**config.mk**
```make
export PLATFORM = sky130hd
export DESIGN_NAME = rtc_bus_reader
export DESIGN_NICKNAME = d
export VERILOG_FILES = /design/src/rtl/rtc_bus_reader.sv
export SDC_FILE = /design/constraint.sdc
export NUM_CORES = 1
export LEC_CHECK = 0
export BUFFER_PORTS_ARGS = -buffer_cell sky130_fd_sc_hd__buf_2
export CAP_MARGIN = 10
export CORE_MARGIN = 5
export CORE_UTILIZATION = 53
export CTS_BUF_LIST = sky130_fd_sc_hd__clkbuf_4
export CTS_CLUSTER_SIZE = 10
export DETAILED_ROUTE_END_ITERATION = 8
export PLACE_DENSITY = 0.92
export SLEW_MARGIN = 20
export SYNTH_ARGS = -nofsm -noshare
export SYNTH_HDL_FRONTEND = slang
export SYNTH_SLANG_ARGS = --single-unit
```
**constraint.sdc**
```tcl
create_clock -name CLK -period 2.45 [get_ports CLK]
set_input_delay 0.1225 -clock CLK [delete_from_list [all_inputs] [get_ports CLK]]
set_output_delay 0.1225 -clock CLK [all_outputs]
set_load 0.05 [all_outputs]
```
**src/rtl/rtc_bus_reader.sv**
```systemverilog
// Burst read sequencer for the RTC multiplexed address/data bus.
// Presents each fetched byte with a one-hot load pulse for the holding bank.
module rtc_bus_reader #(
  parameter int         NREG      = 6,
  parameter logic [7:0] BASE_ADDR = 8'h21,
  parameter int         PHASE_CYC = 4
) (
  input  logic            CLK,
  input  logic            RST,
  input  logic            START,
  input  logic [7:0]      AD_IN,
  output logic [7:0]      AD_OUT,
  output logic            AD_OE,
  output logic            CS_N,
  output logic            AS,
  output logic            RD_N,
  output logic [7:0]      DATA_OUT,
  output logic [NREG-1:0] LOAD_EN,
  output logic            BUSY,
  output logic            DONE
);

  localparam int KW = (NREG > 1) ? $clog2(NREG) : 1;
  localparam int PW = (PHASE_CYC > 1) ? $clog2(PHASE_CYC) : 1;

  typedef enum logic [2:0] {
    IDLE,
    ADDR,
    HOLD,
    READ,
    RECOV,
    FIN
  } state_t;

  state_t          state, state_nx;
  logic [PW-1:0]   phase, phase_nx;
  logic [KW-1:0]   k, k_nx;
  logic            phase_end;
  logic            last_reg;
  logic            capture;

  logic [7:0]      ad_out_nx;
  logic            ad_oe_nx;
  logic            cs_n_nx;
  logic            as_nx;
  logic            rd_n_nx;
  logic [7:0]      data_nx;
  logic [NREG-1:0] load_nx;
  logic            busy_nx;
  logic            done_nx;

  assign phase_end = (phase == PW'(PHASE_CYC - 1));
  assign last_reg  = (k == KW'(NREG - 1));
  assign capture   = (state == READ) && phase_end;

  // Sequencer: advance phase counter, step through bus phases per register
  always_comb begin
    state_nx = state;
    phase_nx = phase;
    k_nx     = k;
    unique case (state)
      IDLE: begin
        if (START) begin
          state_nx = ADDR;
          phase_nx = '0;
          k_nx     = '0;
        end
      end
      ADDR: begin
        if (phase_end) begin
          state_nx = HOLD;
          phase_nx = '0;
        end else begin
          phase_nx = phase + PW'(1);
        end
      end
      HOLD: begin
        if (phase_end) begin
          state_nx = READ;
          phase_nx = '0;
        end else begin
          phase_nx = phase + PW'(1);
        end
      end
      READ: begin
        if (phase_end) begin
          state_nx = RECOV;
          phase_nx = '0;
        end else begin
          phase_nx = phase + PW'(1);
        end
      end
      RECOV: begin
        if (phase_end) begin
          phase_nx = '0;
          if (last_reg) begin
            state_nx = FIN;
          end else begin
            state_nx = ADDR;
            k_nx     = k + KW'(1);
          end
        end else begin
          phase_nx = phase + PW'(1);
        end
      end
      FIN: begin
        state_nx = IDLE;
        phase_nx = '0;
        k_nx     = '0;
      end
      default: begin
        state_nx = IDLE;
        phase_nx = '0;
        k_nx     = '0;
      end
    endcase
  end

  // Output decode from the upcoming state so every pin comes from a flop
  always_comb begin
    busy_nx   = (state_nx == ADDR) || (state_nx == HOLD) ||
                (state_nx == READ) || (state_nx == RECOV);
    cs_n_nx   = !busy_nx;
    as_nx     = (state_nx == ADDR);
    ad_oe_nx  = (state_nx == ADDR) || (state_nx == HOLD);
    rd_n_nx   = (state_nx != READ);
    done_nx   = (state_nx == FIN);
    ad_out_nx = AD_OUT;
    if (state_nx == ADDR) begin
      ad_out_nx = BASE_ADDR + 8'(k_nx);
    end
    data_nx = DATA_OUT;
    load_nx = '0;
    if (capture) begin
      data_nx = AD_IN;
      load_nx = NREG'(1) << k;
    end
  end

  // State, counters and registered bus/handshake outputs
  always_ff @(posedge CLK) begin
    if (RST) begin
      state    <= IDLE;
      phase    <= '0;
      k        <= '0;
      AD_OUT   <= '0;
      AD_OE    <= 1'b0;
      CS_N     <= 1'b1;
      AS       <= 1'b0;
      RD_N     <= 1'b1;
      DATA_OUT <= '0;
      LOAD_EN  <= '0;
      BUSY     <= 1'b0;
      DONE     <= 1'b0;
    end else begin
      state    <= state_nx;
      phase    <= phase_nx;
      k        <= k_nx;
      AD_OUT   <= ad_out_nx;
      AD_OE    <= ad_oe_nx;
      CS_N     <= cs_n_nx;
      AS       <= as_nx;
      RD_N     <= rd_n_nx;
      DATA_OUT <= data_nx;
      LOAD_EN  <= load_nx;
      BUSY     <= busy_nx;
      DONE     <= done_nx;
    end
  end

endmodule

```
==> results_dict.tcl, run 1 <==
set metrics [dict create \
    routed_wl_mm 2.89 \
    synth_cells 161 \
    path_cells "inv_1 > ha_1 > a21boi_2 > mux2_2 > a32o_1 > ha_1 > xnor2_1 > a211oi_2" \
    start_kind "flop" \
    maxCapViolations 0 \
    grt_max_degree 28 \
    cts_resized 0 \
    post-synth-top-area-cell "dfxtp_1" \
    dp.final_hpwl_mm 2.15 \
    antenna_left 0 \
    setup_violations 0 \
    grt_pass1_wl_mm 4.62 \
    num_rows 18 \
    die_area_um2 3820 \
    dr.pass1.iters 4 \
    final_nets 213 \
    drtIter0Drc 33 \
    overflow 0 \
    die_x_um 61.8 \
    tns_ns 0 \
    synth_top_family_by_area "simple AND/OR/NAND/NOR gates" \
    clk_path_buf_depth 2 \
    pin_count 39 \
    endpoint_kind "flop" \
    route.detailed.drc 0 \
    hold_violations 0 \
    place_ws_ns 0.204 \
    post_cts_buffers 0 \
    place.gp.congestion 0.821 \
    synth_top_area_share_pct 46.5 \
    via_per_inst 5.31 \
    cp_max_fo 5 \
    htree_levels 2 \
    cpMostUsedCell "ha_1" \
    max_freq_mhz 441 \
    min_path_type "in -> reg" \
    synthMuxAreaShare_pct 1.50 \
    root_buffer "clkbuf_4" \
    ys_seq_area_share_pct 46.5 \
    required_ns 2.71 \
    synth_compound_area_share_pct 14.0 \
    ir_worst_vdd_v 0.000386 \
    insertion_delay_ns 0.33 \
    cts_sinks 33 \
    period_share_pct 92.5 \
    fin_worst_skew_ns 0.00932 \
    power.leakage_nw 0.748 \
    synth_fa_ha_area_share_pct 5.28 \
    vias 1205 \
    cts_buffers 5 \
    grt_setup_unrepaired "false" \
    slowest_delay_ns 0.40 \
    stdcell_area_um2 1650 \
    coreArea_um2 2520 \
    cts_tree "built" \
    start_util_pct 56.3 \
    worstPathArrival_ns 2.53 \
    slew_violations 0 \
    clk_pin_slew_worst_paths_ns 0.10 \
    synth_area_leaders "dfxtp_1 46%, nand2_1 6.6%, a21oi_1 5.6%" \
    placed_area_um2 1600 \
    fp.dieH_um 61.8 \
    hold_buffers 0 \
    period_minus_slack_ns 2.27 \
    syn_area_um2 1420 \
    diodes 0 \
    yosysWarnings 0 \
    cpMaxStageDelayCell "dfxtp_1" \
    io_buffer_count 35 \
    drive_above_1_share_pct 25.4 \
    run_status "complete, no violations" \
    postSynthAreaPerCell_um2 8.83 \
    antenna_found_initial 0 \
    criticalPathCategory "reg -> reg" \
    ys_ff_latch 33 \
    fin_ws_ns 0.183 \
    yosys.area_share.simple_pct 22.8 \
    power_per_cell_area_nw_per_um2 567 \
    synth_xor_area_share_pct 3.70 \
    area_delta_synth_final_pct 15.9 \
    first_global_vias 1051 \
    synth_cell_types 38 \
    grt_usage_pct 17.0 \
    wl_per_cell_um 12.7 \
]
[registers in the layout, summed over array words and instances (netlist names)]
| register | count |
|---|---|
| RD_N | 1 |
| k | 3 |
| DATA_OUT | 8 |
| BUSY | 1 |
| AD_OUT | 5 |
| state | 3 |
| LOAD_EN | 6 |
| AD_OE | 1 |
| DONE | 1 |
| phase | 2 |
| AS | 1 |
| CS_N | 1 |
[worst max-delay path, delay by kind of cell (launching register included)]
family	cells	cell delay [ns]
compound gates	3	0.77
fa+ha+maj	2	0.43
flops	1	0.40
mux	1	0.37
xor+xnor	1	0.13
buf+inv	1	0.09
[cell type report]
| type | instances | area, um2 |
|---|---|---|
| fill | 222 | 875 |
| multi-input combinational | 113 | 683 |
| sequential | 33 | 661 |
| timing repair buffer | 38 | 198 |
| clock buffer | 5 | 37.5 |
| tap | 30 | 37.5 |
| inverter | 5 | 18.8 |
| clock inverter | 3 | 12.5 |
[cell usage in the layout (no fill, tap or decap), types with 3 or more instances in the layout]
cell type  netlist  routed
buf_2            2      35
dfxtp_1         33      33
nand2_1         25      25
a21oi_1         16      16
nor2_1          13      13
ha_1             6       6
inv_1            5       5
nor3_1           5       5
clkbuf_4         0       5
xnor2_1          4       4
and3_1           4       4
and2_1           4       4
o21ai_0          4       4
conb_1           1       3
buf_4            3       3
[path summary, 6_finish.rpt]
path / endpoint / slack [ns] / cells past startpoint / startpoint
min: DATA_OUT[7] / 0.02 / 3 / AD_IN[7]
min reg2reg: DATA_OUT[4] / 0.46 / 2 / DATA_OUT[4]
max: AD_OUT[2] / 0.18 / 8 / k[1]
max reg2reg: AD_OUT[2] / 0.18 / 8 / k[1]
[metrics by stage]
step	hold WS [ns]	total power [mW]	std cells	util (%)
final	0.0195	0.934	227	65.3
after global routing	0.0204	0.980	227	65.3
after CTS	0.0164	0.945	227	65.3
after detailed placement	0.374	0.670	219	63.3
after global placement	0.363	0.668	219	63.3
after floorplan	0.259	0.651	163	-
[kinds of logic after synthesis]
logic type	count (synthesis)
flip-flops	33
other	1
adder cells (fa/ha/maj)	6
buffers and inverters	17
AO/OA/AOI/OAI	31
multiplexers	2
XOR/XNOR	6
AND/OR/NAND/NOR	65
[synthesized netlist by cell type (all sizes together)]
cell    number
xnor2        4
buf          6
a32o         1
a31oi        2
o211a        1
nor3b        1
nand4b       2
nor4         1
a211oi       1
mux2i        1
nand2       25
xor2         2
or3          2
nand3b       2
a21oi       16
nor2b        1
dfxtp       33
o21ai        4
and3         4
nor2        14
nand4        1
or3b         2
ha           6
conb         1
o21a         2
inv          5
o32a         1
o22a         2
or2          1
mux2         1
nor3         5
and2         4
a21boi       1
clkbuf       6
[power by group]
group	switching [mW]	internal (mW)	leakage (nW)
registers	0.00561	0.548	0.269
logic	0.0750	0.0300	0.450
clock network	0.172	0.104	0.0300
[metal layers]
| layer | wire (um) | global-route usage, % | share of wire, % |
|---|---|---|---|
| met1 | 1180 | 19.8 | 41 |
| met2 | 1410 | 26.8 | 49 |
| met3 | 215 | 5.17 | 7.4 |
| met4 | 80 | 11.5 | 2.8 |
| met5 | 0 | 0 | 0 |
No activity file was read; power rests on OpenSTA's default activity.
==> run 2: changes to the inputs <==
Settings changed: CTS_CLUSTER_SIZE 10 to 28, PLACE_DENSITY 0.92 to 0.82, REMOVE_ABC_BUFFERS from default to 1.
==> run 2 against run 1 <==
  * Total power increased by 2.6%
  * Count of clock-buffer cells in the layout increased by 1
  * Final cell count unchanged
  * Non-clock buffer count unchanged
  * Critical endpoint unchanged
  * Largest cell class unchanged
  * Highest routed layer unchanged
==> results_dict.tcl, run 2 (same netlist as run 1, synthesis figures left out) <==
set metrics [dict create \
    run_status "complete, no violations" \
    pin_count 39 \
    fin_ws_ns 0.215 \
    post_cts_buffers 0 \
    fp.dieH_um 61.8 \
    dp.final_hpwl_mm 2.10 \
    wl_per_cell_um 12.7 \
    power.total_mw 0.958 \
    endpoint_kind "flop" \
    vias 1177 \
    routed_wl_mm 2.88 \
    hold_buffers 1 \
    largest_reg_flops 8 \
    required_ns 2.72 \
    antenna_found_initial 0 \
    place_ws_ns 0.245 \
    place.gp.congestion 0.767 \
    grt_max_degree 28 \
    overflow 0 \
    power_per_cell_area_nw_per_um2 579 \
    layoutNonFillerInstCount 227 \
    cts_tree "built" \
    clock_power_share_pct 31.2 \
    fill_cells 221 \
    hold_violations 0 \
    period_share_pct 91.2 \
    worstPathArrival_ns 2.50 \
    coreArea_um2 2520 \
    area_delta_synth_final_pct 16.5 \
    htree_levels 2 \
    clk_pin_slew_worst_paths_ns 0.10 \
    swShare_pct 27.1 \
    mostFrequentLayoutCell "buf_2" \
    slew_headroom_pct 65.9 \
    start_util_pct 56.3 \
    slew_violations 0 \
    die_x_um 61.8 \
    grt_setup_unrepaired "false" \
    dp.cells 218 \
    ir_worst_vdd_v 0.000527 \
    final_cell_mix "35 x buf_2, 33 x dfxtp_1, 25 x nand2_1" \
    final_nets 213 \
    drtIter0Drc 26 \
    tns_ns 0 \
    criticalPathCategory "reg -> reg" \
    top_register "DATA_OUT" \
    cp_max_fo 5 \
    route.detailed.drc 0 \
    grt_usage_pct 17.3 \
    period_minus_slack_ns 2.24 \
    seqPwrFrac_pct 57.7 \
    min_path_type "in -> reg" \
    num_rows 18 \
    setup_violations 0 \
    diodes 0 \
    die_area_um2 3820 \
    drive_above_1_share_pct 25.9 \
    clk_path_buf_depth 2 \
    power.leakage_nw 0.752 \
    antenna_left 0 \
    io_buffer_count 35 \
    maxCapViolations 0 \
    via_per_inst 5.19 \
    dr.pass1.iters 4 \
    start_kind "flop" \
    fin_worst_skew_ns 0.0125 \
    cts_resized 0 \
    worst_slew_pin_slew_ns 0.510 \
    combPwrFrac_pct 11.1 \
    cts_sinks 33 \
    cts_buffers 5 \
    max_freq_mhz 447 \
    reg_top3 "DATA_OUT x8, LOAD_EN x6, AD_OUT x5" \
    p_int_mw 0.699 \
    insertion_delay_ns 0.33 \
    switching_power_mw 0.260 \
    grt_pass1_wl_mm 4.81 \
    first_global_vias 1145 \
    root_buffer "clkbuf_4" \
]
==> run 2: cell count changes in the layout (fill, tap and decap cells not counted) <==
| cell | delta |
|---|---|
| clkinv_2 | +1 |
| buf_4 | -1 |
| clkbuf_4 | +1 |
| clkinv_1 | -2 |
| dlygate4sd3_1 | +1 |
==> run 2: critical path: stages, from the launching register on <==
cell	delay [ns]
dfxtp_1	0.40
inv_1	0.10
ha_1	0.22
a21boi_2	0.25
mux2_2	0.36
a32o_1	0.28
ha_1	0.20
xnor2_1	0.14
a211oi_2	0.21
==> run 2: final timing paths <==
kind	endpoint	depth (start not counted)	startpoint	slack, ns
min	DATA_OUT[4]	3	AD_IN[4]	0.01
max	AD_OUT[2]	8	k[1]	0.21
max reg2reg	AD_OUT[2]	8	k[1]	0.21
min reg2reg	AD_OUT[3]	2	AD_OUT[3]	0.46
==> run 2: power by group through the flow <==
stage | Sequential (mW) | Combinational, mW | Clock (mW)
after floorplan | 0.598 | 0.0399 | 0
after global placement | 0.565 | 0.102 | 0
after global routing | 0.555 | 0.115 | 0.331
after detailed placement | 0.565 | 0.105 | 0
final | 0.553 | 0.107 | 0.299
after CTS | 0.553 | 0.107 | 0.308
==> run 2: stage by stage <==
stage / instance area [um2] / utilization, % / hold WS, ns
finish: 1660 / 65.6 / 0.0129
global route: 1660 / 65.6 / 0.00804
CTS: 1660 / 65.6 / 0.000563
detailed placement: 1590 / 63.0 / 0.369
global placement: 1590 / 63.0 / 0.363
floorplan: 1360 / - / 0.187
==> run 2: cell type report <==
| class | count | area [um2] | area share, % |
|---|---|---|---|
| clock buffer | 6 | 45.0 | 2.72 |
| clock inverter | 2 | 10.0 | 0.605 |
| inverter | 5 | 18.8 | 1.13 |
| multi-input combinational | 113 | 683 | 41.3 |
| sequential | 33 | 661 | 39.9 |
| tap | 30 | 37.5 | 2.27 |
| timing repair buffer | 38 | 200 | 12.1 |
==> run 2: layer usage <==
layer	track usage (%)	vias up	wire [um]
met3	7.85	8	201
met1	18.7	528	1230
met2	29.0	35	1400
met4	7.88	0	52
li1	-	606	-
met5	0	-	0
==> run 3: changes to the inputs <==
Settings changed: PLACE_DENSITY 0.82 to 0.86.
==> run 3 against run 2 <==
  * Sequential share of layout area is 0.24 points higher
  * First-iteration DRC count fell by 15%
  * Hold slack gained 0.0092 ns
  * Maximum frequency shrank 0.59%
  * Clock power is 4% lower
  * Non-clock buffer count shrank 1
  * Utilization down 0.40 points
  * Cell area is 0.60% lower
  * Final cell count fell by 0.44%
  * Global-route usage shrank 0.70 points
  * Highest routed layer unchanged
==> results_dict.tcl, run 3 (same netlist as run 1, synthesis figures left out) <==
set metrics [dict create \
    dr_wl_met2_mm 1.44 \
    overflow 0 \
    final_nets 212 \
    rrSetupSlack_ns 0.20 \
    start_util_pct 56.3 \
    place.gp.congestion 0.803 \
    min_path_type "in -> reg" \
    final_cell_mix "35 x buf_2, 33 x dfxtp_1, 25 x nand2_1" \
    antenna_found_initial 0 \
    grt_usage_pct 16.6 \
    top_layer "met4" \
    slew_violations 0 \
    first_global_vias 1060 \
    cts_tree "built" \
    cts_sinks 33 \
    pin_count 39 \
    met3_length_um 131 \
    path_delay_family "compound AO/OA/AOI/OAI gates" \
    hold_buffers 0 \
    worstPathArrival_ns 2.51 \
    required_ns 2.71 \
    grt_max_degree 28 \
    maxCapViolations 0 \
    fin_ws_ns 0.201 \
    slew_headroom_pct 64.9 \
    dr.pass1.iters 3 \
    wl_per_cell_um 12.3 \
    root_buffer "clkbuf_4" \
    path_cells "inv_1 > ha_1 > a21boi_2 > mux2_2 > a32o_1 > ha_1 > xnor2_1 > a211oi_2" \
    post_cts_buffers 0 \
    routed_wl_mm 2.79 \
    clk_pin_slew_worst_paths_ns 0.10 \
    r2r_end "AD_OUT[2]" \
    endpoint_kind "flop" \
    grt_setup_unrepaired "false" \
    die_area_um2 3820 \
    hold_depth 3 \
    cts_buffers 5 \
    hold_violations 0 \
    htree_levels 2 \
    cpMaxStageDelayCell "dfxtp_1" \
    area_delta_synth_final_pct 15.8 \
    insertion_delay_ns 0.33 \
    fill_cells 225 \
    vias 1154 \
    die_x_um 61.8 \
    slowest_delay_ns 0.39 \
    route.detailed.drc 0 \
    diodes 0 \
    fp.dieH_um 61.8 \
    mostFrequentLayoutCell "buf_2" \
    run_status "complete, no violations" \
    multi_input_area_um2 683 \
    top_register "DATA_OUT" \
    worst_slew_pin_slew_ns 0.526 \
    coreArea_um2 2520 \
    max_freq_mhz 445 \
    drtIter0Drc 22 \
    ir_worst_vdd_v 0.000481 \
    met1_length_mm 1.20 \
    tns_ns 0 \
    cts_resized 0 \
    num_rows 18 \
    power.leakage_nw 0.748 \
    antenna_left 0 \
    drive_above_1_share_pct 26.0 \
    reg_top3 "DATA_OUT x8, LOAD_EN x6, AD_OUT x5" \
    period_share_pct 91.8 \
    worstHoldStart "AD_IN[1]" \
    seqCellArea_um2 661 \
    holdPathEnd "DATA_OUT[1]" \
    criticalPathCategory "reg -> reg" \
    dp.final_hpwl_mm 2.11 \
    cpMostUsedCell "ha_1" \
    period_minus_slack_ns 2.25 \
    reg2reg_from "k[1]" \
    grt_pass1_wl_mm 4.63 \
    place_ws_ns 0.205 \
    reg2regPathDepth 8 \
    cp_max_fo 5 \
    start_kind "flop" \
    via_per_inst 5.11 \
    fin_worst_skew_ns 0.0108 \
    largest_reg_flops 8 \
    crit_buf_inv 1 \
    setup_violations 0 \
    io_buffer_count 35 \
    clk_path_buf_depth 2 \
    power_per_cell_area_nw_per_um2 574 \
]
run 3: report_power, final:
part / switching, mW / internal (mW) / total (mW)
Combinational: 0.0743 / 0.0299 / 0.104
Sequential: 0.00538 / 0.547 / 0.553
Clock: 0.167 / 0.120 / 0.288
run 3: cell type report:
cell class | instances | area share [%]
multi-input cells | 113 | 41.5
flip-flops and latches | 33 | 40.2
repair buffers | 37 | 11.6
clock buffers | 6 | 2.74
well taps | 30 | 2.28
inverters | 5 | 1.14
clock inverters | 2 | 0.608
run 3: through the flow:
| stage | util, % | cell area, um2 | total power [mW] | hold slack (ns) | cells |
|---|---|---|---|---|---|
| floorplan | - | 1360 | 0.638 | 0.187 | 151 |
| global placement | 63.0 | 1590 | 0.666 | 0.364 | 218 |
| detailed placement | 63.0 | 1590 | 0.669 | 0.374 | 218 |
| CTS | 65.2 | 1650 | 0.956 | 0.0133 | 226 |
| global route | 65.2 | 1650 | 0.994 | 0.00669 | 226 |
| finish | 65.2 | 1650 | 0.945 | 0.0220 | 226 |
run 3: tightest hold or removal path, delay by kind of cell:
kind                   cells  cell delay [ns]
buffers and inverters      1             0.10
and+or+nand+nor            1             0.04
AOI/OAI and AO/OA          1             0.05
run 3: per-layer routing:
layer	global-route usage [%]	up-vias
met5	0	-
met4	4.55	0
met3	6.82	2
met2	27.8	18
met1	19.6	531
li1	-	603
run 3: how the worst max path moves through the flow:
stage                     cells past startpoint  startpoint   endpoint
after global routing                          8        k[1]  AD_OUT[2]
final                                         8        k[1]  AD_OUT[2]
after global placement                        8        k[1]  AD_OUT[2]
after floorplan                               8        k[1]  AD_OUT[2]
after detailed placement                      8        k[1]  AD_OUT[2]
after CTS                                     8        k[1]  AD_OUT[2]
